$ cat config.mk
export PLATFORM = sky130hd
export DESIGN_NAME = multdiv_unit
export DESIGN_NICKNAME = d
export VERILOG_FILES = /design/src/rtl/multdiv_pkg.sv /design/src/rtl/multdiv_counter.sv /design/src/rtl/multdiv_unit.sv
export SDC_FILE = /design/constraint.sdc
export NUM_CORES = 1
export LEC_CHECK = 0
export ABC_CLOCK_PERIOD_IN_PS = 13100
export CORE_MARGIN = 5
export CORE_UTILIZATION = 45
export CTS_CLUSTER_SIZE = 8
export DETAILED_ROUTE_END_ITERATION = 10
export PLACE_DENSITY = 0.76
export SLEW_MARGIN = 5
export SYNTH_ARGS = -nofsm -noshare
export SYNTH_HDL_FRONTEND = slang
export SYNTH_SLANG_ARGS = --single-unit
$ cat constraint.sdc
create_clock -name clk -period 13.1 [get_ports clk]
set_input_delay 1.965 -clock clk [delete_from_list [all_inputs] [get_ports clk]]
set_output_delay 1.965 -clock clk [all_outputs]
set_load 0.02 [all_outputs]
$ cat src/rtl/multdiv_pkg.sv
// Shared types and constants for the sequential multiply/divide unit.
package multdiv_pkg;

  localparam int MD_WIDTH = 32;
  localparam int MD_ITER  = 32;
  localparam int CNT_W    = 6;

  typedef enum logic [1:0] {
    ST_IDLE,
    ST_MULT,
    ST_DIV,
    ST_DONE
  } md_state_e;

endpackage

$ cat src/rtl/multdiv_counter.sv
// Iteration counter: clears or loads to zero, counts up while enabled, flags the last iteration.
module multdiv_counter
  import multdiv_pkg::*;
#(
  parameter int ITER = MD_ITER
) (
  input  logic clk,
  input  logic reset,
  input  logic clr,
  input  logic load,
  input  logic inc,
  output logic tc
);

  logic [CNT_W-1:0] count_d, count_q;

  always_comb begin
    count_d = count_q;
    if (clr || load) begin
      count_d = '0;
    end else if (inc) begin
      count_d = count_q + CNT_W'(1);
    end
  end

  always_ff @(posedge clk) begin
    if (reset) begin
      count_q <= '0;
    end else begin
      count_q <= count_d;
    end
  end

  assign tc = (count_q == CNT_W'(ITER - 1));

endmodule

$ cat src/rtl/multdiv_unit.sv
// Sequential signed 32-bit multiply/divide: radix-2 shift-add multiply and restoring divide,
// fixed 32-iteration latency, one-cycle ready strobe with held result and exception.
module multdiv_unit
  import multdiv_pkg::*;
#(
  parameter int WIDTH = MD_WIDTH,
  parameter int ITER  = MD_ITER
) (
  input  logic                    clk,
  input  logic                    reset,
  input  logic signed [WIDTH-1:0] data_operandA,
  input  logic signed [WIDTH-1:0] data_operandB,
  input  logic                    ctrl_MULT,
  input  logic                    ctrl_DIV,
  output logic [WIDTH-1:0]        data_result,
  output logic                    data_exception,
  output logic                    data_resultRDY
);

  function automatic logic [WIDTH-1:0] magnitude(input logic signed [WIDTH-1:0] v);
    logic [WIDTH-1:0] u;
    u = v;
    return v[WIDTH-1] ? -u : u;
  endfunction

  function automatic logic [2*WIDTH-1:0] apply_sign_wide(input logic [2*WIDTH-1:0] p,
                                                         input logic neg);
    return neg ? -p : p;
  endfunction

  function automatic logic [WIDTH-1:0] apply_sign(input logic [WIDTH-1:0] p, input logic neg);
    return neg ? -p : p;
  endfunction

  md_state_e          state_d, state_q;
  logic [2*WIDTH-1:0] acc_d, acc_q;
  logic [WIDTH-1:0]   mag_d, mag_q;
  logic               neg_d, neg_q;
  logic               bzero_d, bzero_q;
  logic [WIDTH-1:0]   result_d, result_q;
  logic               exc_d, exc_q;
  logic               rdy_d, rdy_q;

  logic               start, start_mult, busy, tc;
  logic [WIDTH:0]     mul_sum, div_shift, div_trial;
  logic               div_ok;
  logic [2*WIDTH-1:0] mul_next, div_next, mul_signed;
  logic [WIDTH-1:0]   quo_mag, div_res;
  logic               mul_exc, div_exc;

  assign start      = ctrl_MULT | ctrl_DIV;
  assign start_mult = ctrl_MULT;
  assign busy       = (state_q == ST_MULT) || (state_q == ST_DIV);

  multdiv_counter #(.ITER(ITER)) u_counter (
    .clk   (clk),
    .reset (reset),
    .clr   (busy & tc),
    .load  (start),
    .inc   (busy),
    .tc    (tc)
  );

  // acc holds {partial product hi, multiplier} for MULT and {remainder, dividend/quotient} for DIV
  always_comb begin
    mul_sum   = {1'b0, acc_q[2*WIDTH-1:WIDTH]} + {1'b0, mag_q};
    mul_next  = acc_q[0] ? {mul_sum, acc_q[WIDTH-1:1]}
                         : {1'b0, acc_q[2*WIDTH-1:WIDTH], acc_q[WIDTH-1:1]};

    div_shift = {acc_q[2*WIDTH-1:WIDTH], acc_q[WIDTH-1]};
    div_trial = div_shift - {1'b0, mag_q};
    div_ok    = (div_shift >= {1'b0, mag_q});
    div_next  = div_ok ? {div_trial[WIDTH-1:0], acc_q[WIDTH-2:0], 1'b1}
                       : {div_shift[WIDTH-1:0], acc_q[WIDTH-2:0], 1'b0};

    mul_signed = apply_sign_wide(mul_next, neg_q);
    mul_exc    = (mul_signed[2*WIDTH-1:WIDTH] != {WIDTH{mul_signed[WIDTH-1]}});

    // Only -2^31 / -1 can produce a positive quotient magnitude of 2^31.
    quo_mag = div_next[WIDTH-1:0];
    div_exc = bzero_q | (quo_mag[WIDTH-1] & ~neg_q);
    div_res = bzero_q ? '0 : apply_sign(quo_mag, neg_q);
  end

  always_comb begin
    state_d  = state_q;
    acc_d    = acc_q;
    mag_d    = mag_q;
    neg_d    = neg_q;
    bzero_d  = bzero_q;
    result_d = result_q;
    exc_d    = exc_q;
    rdy_d    = 1'b0;

    case (state_q)
      ST_MULT: begin
        acc_d = mul_next;
        if (tc) begin
          state_d  = ST_DONE;
          result_d = mul_signed[WIDTH-1:0];
          exc_d    = mul_exc;
          rdy_d    = 1'b1;
        end
      end
      ST_DIV: begin
        acc_d = div_next;
        if (tc) begin
          state_d  = ST_DONE;
          result_d = div_res;
          exc_d    = div_exc;
          rdy_d    = 1'b1;
        end
      end
      ST_DONE: state_d = ST_IDLE;
      default: state_d = ST_IDLE;
    endcase

    // A start always wins, aborting any in-flight operation without a completion.
    if (start) begin
      state_d  = start_mult ? ST_MULT : ST_DIV;
      acc_d    = {{WIDTH{1'b0}}, start_mult ? magnitude(data_operandB) : magnitude(data_operandA)};
      mag_d    = start_mult ? magnitude(data_operandA) : magnitude(data_operandB);
      neg_d    = data_operandA[WIDTH-1] ^ data_operandB[WIDTH-1];
      bzero_d  = (data_operandB == '0);
      result_d = result_q;
      exc_d    = exc_q;
      rdy_d    = 1'b0;
    end
  end

  always_ff @(posedge clk) begin
    if (reset) begin
      state_q  <= ST_IDLE;
      acc_q    <= '0;
      mag_q    <= '0;
      neg_q    <= 1'b0;
      bzero_q  <= 1'b0;
      result_q <= '0;
      exc_q    <= 1'b0;
      rdy_q    <= 1'b0;
    end else begin
      state_q  <= state_d;
      acc_q    <= acc_d;
      mag_q    <= mag_d;
      neg_q    <= neg_d;
      bzero_q  <= bzero_d;
      result_q <= result_d;
      exc_q    <= exc_d;
      rdy_q    <= rdy_d;
    end
  end

  assign data_result    = result_q;
  assign data_exception = exc_q;
  assign data_resultRDY = rdy_q;

endmodule
==> results.md <==
Setup path:
- The sort of element at the start of the critical path is a register.
- The required time reported for the critical path endpoint is 13.44 ns.
- In this run the number of cells on the critical path is 16.
- The depth of the most critical reg-to-reg path is 16.
- The register-to-register setup slack is 7.33 ns.
- Walking the worst path, the cells encountered are buf_4 -> clkinv_1 -> buf_4 -> a2bb2oi_1 -> o311ai_0 -> buf_4 -> a311oi_1 -> nand4b_1 -> nor3_4 -> nand4_1 -> nor3_2 -> a21oi_1 -> xor2_1 -> a32o_1 -> nand4b_1 -> o31a_1.
- The worst setup path is captured at a register.
- The total buffers and inverters traversed by the critical path is 4.
- The largest fanout on the critical path is 67.
- In this run the critical register-to-register path is captured at data_exception.
- The worst setup path startpoint is acc_q[0].
- The arrival time of data at the critical path endpoint is 6.11 ns.
- The maximum cell stage delay along the critical path is 0.72 ns.
- The cell family contributing the most delay on the critical path is buffers and inverters.
- The critical path start-end classification is register to register.
- The cell repeated most along the worst path is sky130_fd_sc_hd__buf_4.
- For this design, the slowest cell found on the critical path is sky130_fd_sc_hd__clkinv_1.
- The most critical setup path has its endpoint at data_exception.
- The reg-to-reg startpoint is acc_q[0].

Detailed routing:
- The remaining design rule violation count is 0.
- The count of TritonRoute iterations in the first routing pass is 6.
- Wires add up to 51400 um.
- The count of vias placed by the detailed router is 16.2k.
- The detail route stage leaves a number of antenna-violating nets equal to 0.
- The post-detailed-route wirelength per cell is 20.3 um.
- Dividing the detail-routed via count by the number of cells gives 6.38.
- The count of routing violations after the opening detailed-route iteration is 1813.

Synth:
- The post-synthesis instance area is 14600 um^2.
- The number of flip-flops and latches in the synthesized netlist is 140.
- The post-synthesis cell count is 2083.
- The synthesized netlist devotes 10.8% of its cell area to XOR and XNOR gates.
- In this run the biggest area consumer among cell types represents 19.1% of the synthesized area.
- The combinational family with the most area after synthesis is compound AO/OA/AOI/OAI gates.
- Multiplexer cells account for 1.95% of the synthesized area.
- By count the netlist is led by 256 x sky130_fd_sc_hd__nor2_1, 182 x sky130_fd_sc_hd__nand2_1, 176 x sky130_fd_sc_hd__a21oi_1.
- The number of synthesized flops with an enable pin is 0.
- By area the synthesized netlist is led by sky130_fd_sc_hd__dfxtp_1 19%, sky130_fd_sc_hd__nor2_1 6.6%, sky130_fd_sc_hd__ha_1 6.1%.
- The adder-cell area share of the yosys netlist is 6.34%.
- After Yosys synthesis, and, or, nand and nor cells account for 24.2% of the synthesized area.
- Counting every net in the synthesized netlist gives 2224.
- The sequential cell area fraction in the yosys report is 19.1%.
- The unique cell type count in the Yosys netlist is 93.
- In the synthesized netlist the dominant register cell turns out to be sky130_fd_sc_hd__dfxtp_1.
- The synthesized design spends more area on one cell type than any other, namely sky130_fd_sc_hd__dfxtp_1.
- For this run, asynchronously set or reset flops after synthesis account for 0%.
- The most numerous cell in the Yosys netlist is sky130_fd_sc_hd__nor2_1.
- The mean instance size in the synthesized netlist is 7.03 um^2.
- The synthesized netlist devotes 31.4% of its cell area to compound gates.
- During synthesis, Yosys emitted a total of 0 warnings.

Floorplan:
- Once the floorplan was initialized, standard cells occupied 45.2% of the core.
- The die footprint is 36300 um^2.
- The number of rows created at floorplan is 66.
- From bottom edge to top edge, the die measures 190 um.
- The horizontal die dimension is 190 um.
- The placeable core area is 32400 um^2.
- During I/O placement, the number of pins put on the boundary was 102.

Timing:
- Setup violations remaining at the end of the flow were counted as 0.
- Setup repair after global routing left no endpoint under its margin.
- Across all hold checks on the routed design, the worst slack comes to 0.464 ns.
- The hold violation total from the final report is 0.
- The total count of max-transition violations in the final report came to 0.
- The actual slew at the worst max-slew pin is 1.18 ns.
- Of the available clock period, the critical path in the final layout requires 44.1%.
- The worst pin sits at a relative slew slack of 21.3%.
- The highest clock rate is 173 MHz.
- The time the final worst path needs with I/O delays and setup is 5.77 ns.
- The total negative setup slack is 0 ns.
- The final setup skew is 0.0134 ns.

Global route:
- The global-route wire length before repair is 80500 um.
- Across every metal layer, demand over resource in global routing totals 27.4%.
- Global routing finished with a remaining overflow of 0.
- The number of antenna violations at the first check in global routing is 0.
- Entering global routing, the biggest net connects 93 pins.
- The via count of the first global-routing pass is 14.7k.

Power and ir drop:
- Of the total power, the share spent switching nets is 37.3%.
- Combinational logic is responsible for 31.4% of the overall power.
- Power spread over the standard cell area amounts to 88.1 nW/um^2.
- The leakage dissipation is 6.14 nW.
- IR analysis of the VDD net gives a maximum drop of 0.0000961 V.
- Per report_power, the sequential group accounts for 33.8% of the total.
- The net switching component of the power is 0.539 mW.
- The cell-internal power is 0.906 mW.
- The clock network is responsible for 34.7% of the overall power.

Cells and area:
- The area growth from synthesis to layout is 12.0%.
- The non-filler instance count after layout is 2531.
- The post-route netlist has 5.12% of its cells at a drive strength greater than 1.
- The final design instance area without fill is 16400 um^2.
- The count of fill cells added during filler insertion is 3187.
- The final layout contains 2217 nets.
- The number of diodes is 0.

Clocking:
- The clock tree root buffer cell is sky130_fd_sc_hd__clkbuf_16.
- Buffers added to address setup during post-CTS repair amount to 0.
- The clock slew at the register clock pins of the worst setup and hold paths is 0.07 ns.
- Once the clock tree was built, the resizer swapped 0 gates to a different size.
- The TritonCTS clock tree is done.
- The maximum number of buffers from clock root to sink is 2.
- Counting every sink on the clock net gives 140.
- The later pin in the worst-skew pair is clocked with a latency of 0.44 ns.
- After clock tree synthesis, the flow added hold-fix buffers numbering 0.
- In this run, CTS created clock tree buffers numbering 17.
- The number of H-tree levels is 4.

Outcome:
- The run finished with clean final reports.

Placed design:
- The number of input and output port buffers inserted is 101.
- The half-perimeter wire length of the detailed placement result is 38600 um.
- The placed cell count is 2499.
- The weighted congestion reported at the end of routability-driven placement is 0.958.
- The cell area after placement is 15800 um^2.

Worst hold path:
- The path type of the worst min-delay path is register to register.

Flow run:
- Max-cap violations in this run came to 0.
## power groups by stage
stage	combinational, mW	clock (mW)	sequential [mW]
finish	0.454	0.502	0.489
global route	0.495	0.521	0.489
CTS	0.444	0.505	0.486
detailed placement	0.441	0	0.496
global placement	0.431	0	0.495
floorplan	0.340	0	0.463
## cells by family (layout without fill, tap and decap cells)
logic type,Yosys count,count (layout)
simple gates,735,735
compound gates,694,694
buf+inv,233,239
xor+xnor,180,180
flops,140,140
fa+ha+maj,73,73
mux,28,28
## cell type report
| type | instances | area, um^2 | area share, % |
|---|---|---|---|
| timing repair buffer | 127 | 1200 | 7.32 |
| inverter | 80 | 300 | 1.83 |
| tap | 442 | 553 | 3.37 |
| sequential | 140 | 2810 | 17.1 |
| clock buffer | 18 | 439 | 2.68 |
| multi-input combinational | 1710 | 10900 | 66.7 |
| clock inverter | 14 | 159 | 0.969 |
## layer usage
layer / wire length (um) / track usage, % / share of wire (%)
met1: 22300 / 37.7 / 43
met3: 4030 / 3.19 / 7.8
met2: 23100 / 43.6 / 45
met4: 2030 / 11.2 / 4.0
met5: 0 / 0 / 0
## flip-flops by register name (all words and copies together) (netlist names)
signal             cells
mag_q                 32
state_q                2
acc_q                 64
neg_q                  1
data_result           32
bzero_q                1
data_resultRDY         1
u_counter.count_q      6
data_exception         1
## cell usage in the layout, fill, tap and decap left out, drive strengths merged, types with 14 or more instances in the layout
cell | Yosys | layout
nor2 | 256 | 256
nand2 | 182 | 182
a21oi | 176 | 176
o21ai | 162 | 162
dfxtp | 140 | 140
xnor2 | 100 | 100
clkdlybuf4s50 | 0 | 99
inv | 78 | 82
xor2 | 80 | 80
nor3 | 77 | 77
ha | 71 | 71
a211oi | 49 | 49
nand3 | 37 | 37
o31ai | 37 | 37
or3 | 32 | 32
a221oi | 28 | 28
buf | 30 | 28
nand4 | 27 | 27
a21o | 25 | 25
mux2i | 24 | 24
a211o | 23 | 23
o221ai | 21 | 21
or4 | 20 | 20
nor2b | 18 | 18
nand2b | 18 | 18
a31oi | 18 | 18
clkbuf | 123 | 18
o21a | 16 | 16
o211ai | 14 | 14
## worst register-to-register path, delay by kind of cell, from the launching register on
family                 cells  cell delay [ns]
AND/OR/NAND/NOR            5             1.76
XOR/XNOR                   1             0.21
buffers and inverters      4             2.05
AO/OA/AOI/OAI              6             1.33
flip-flops                 1             0.31
## stage by stage
step | worst slack (ns) | power [mW] | utilization (%)
2_1_floorplan | 8.08 | 0.803 | -
3_3_place_gp | 7.26 | 0.926 | 48.8
3_5_place_dp | 7.25 | 0.936 | 48.8
4_1_cts | 7.53 | 1.44 | 50.7
5_1_grt | 7.13 | 1.51 | 50.7
6_report | 7.33 | 1.45 | 50.7
## worst min path at each step
stage	depth (start not counted)	start	end	slack [ns]
final	2	data_result[10]	data_result[10]	0.46
after global routing	2	data_result[17]	data_result[17]	0.49
after CTS	2	data_result[10]	data_result[10]	0.47
after detailed placement	2	data_result[10]	data_result[10]	0.46
after global placement	2	data_result[10]	data_result[10]	0.45
after floorplan	2	u_counter.count_q[5]	u_counter.count_q[5]	0.49
No activity file was read; power rests on OpenSTA's default activity.
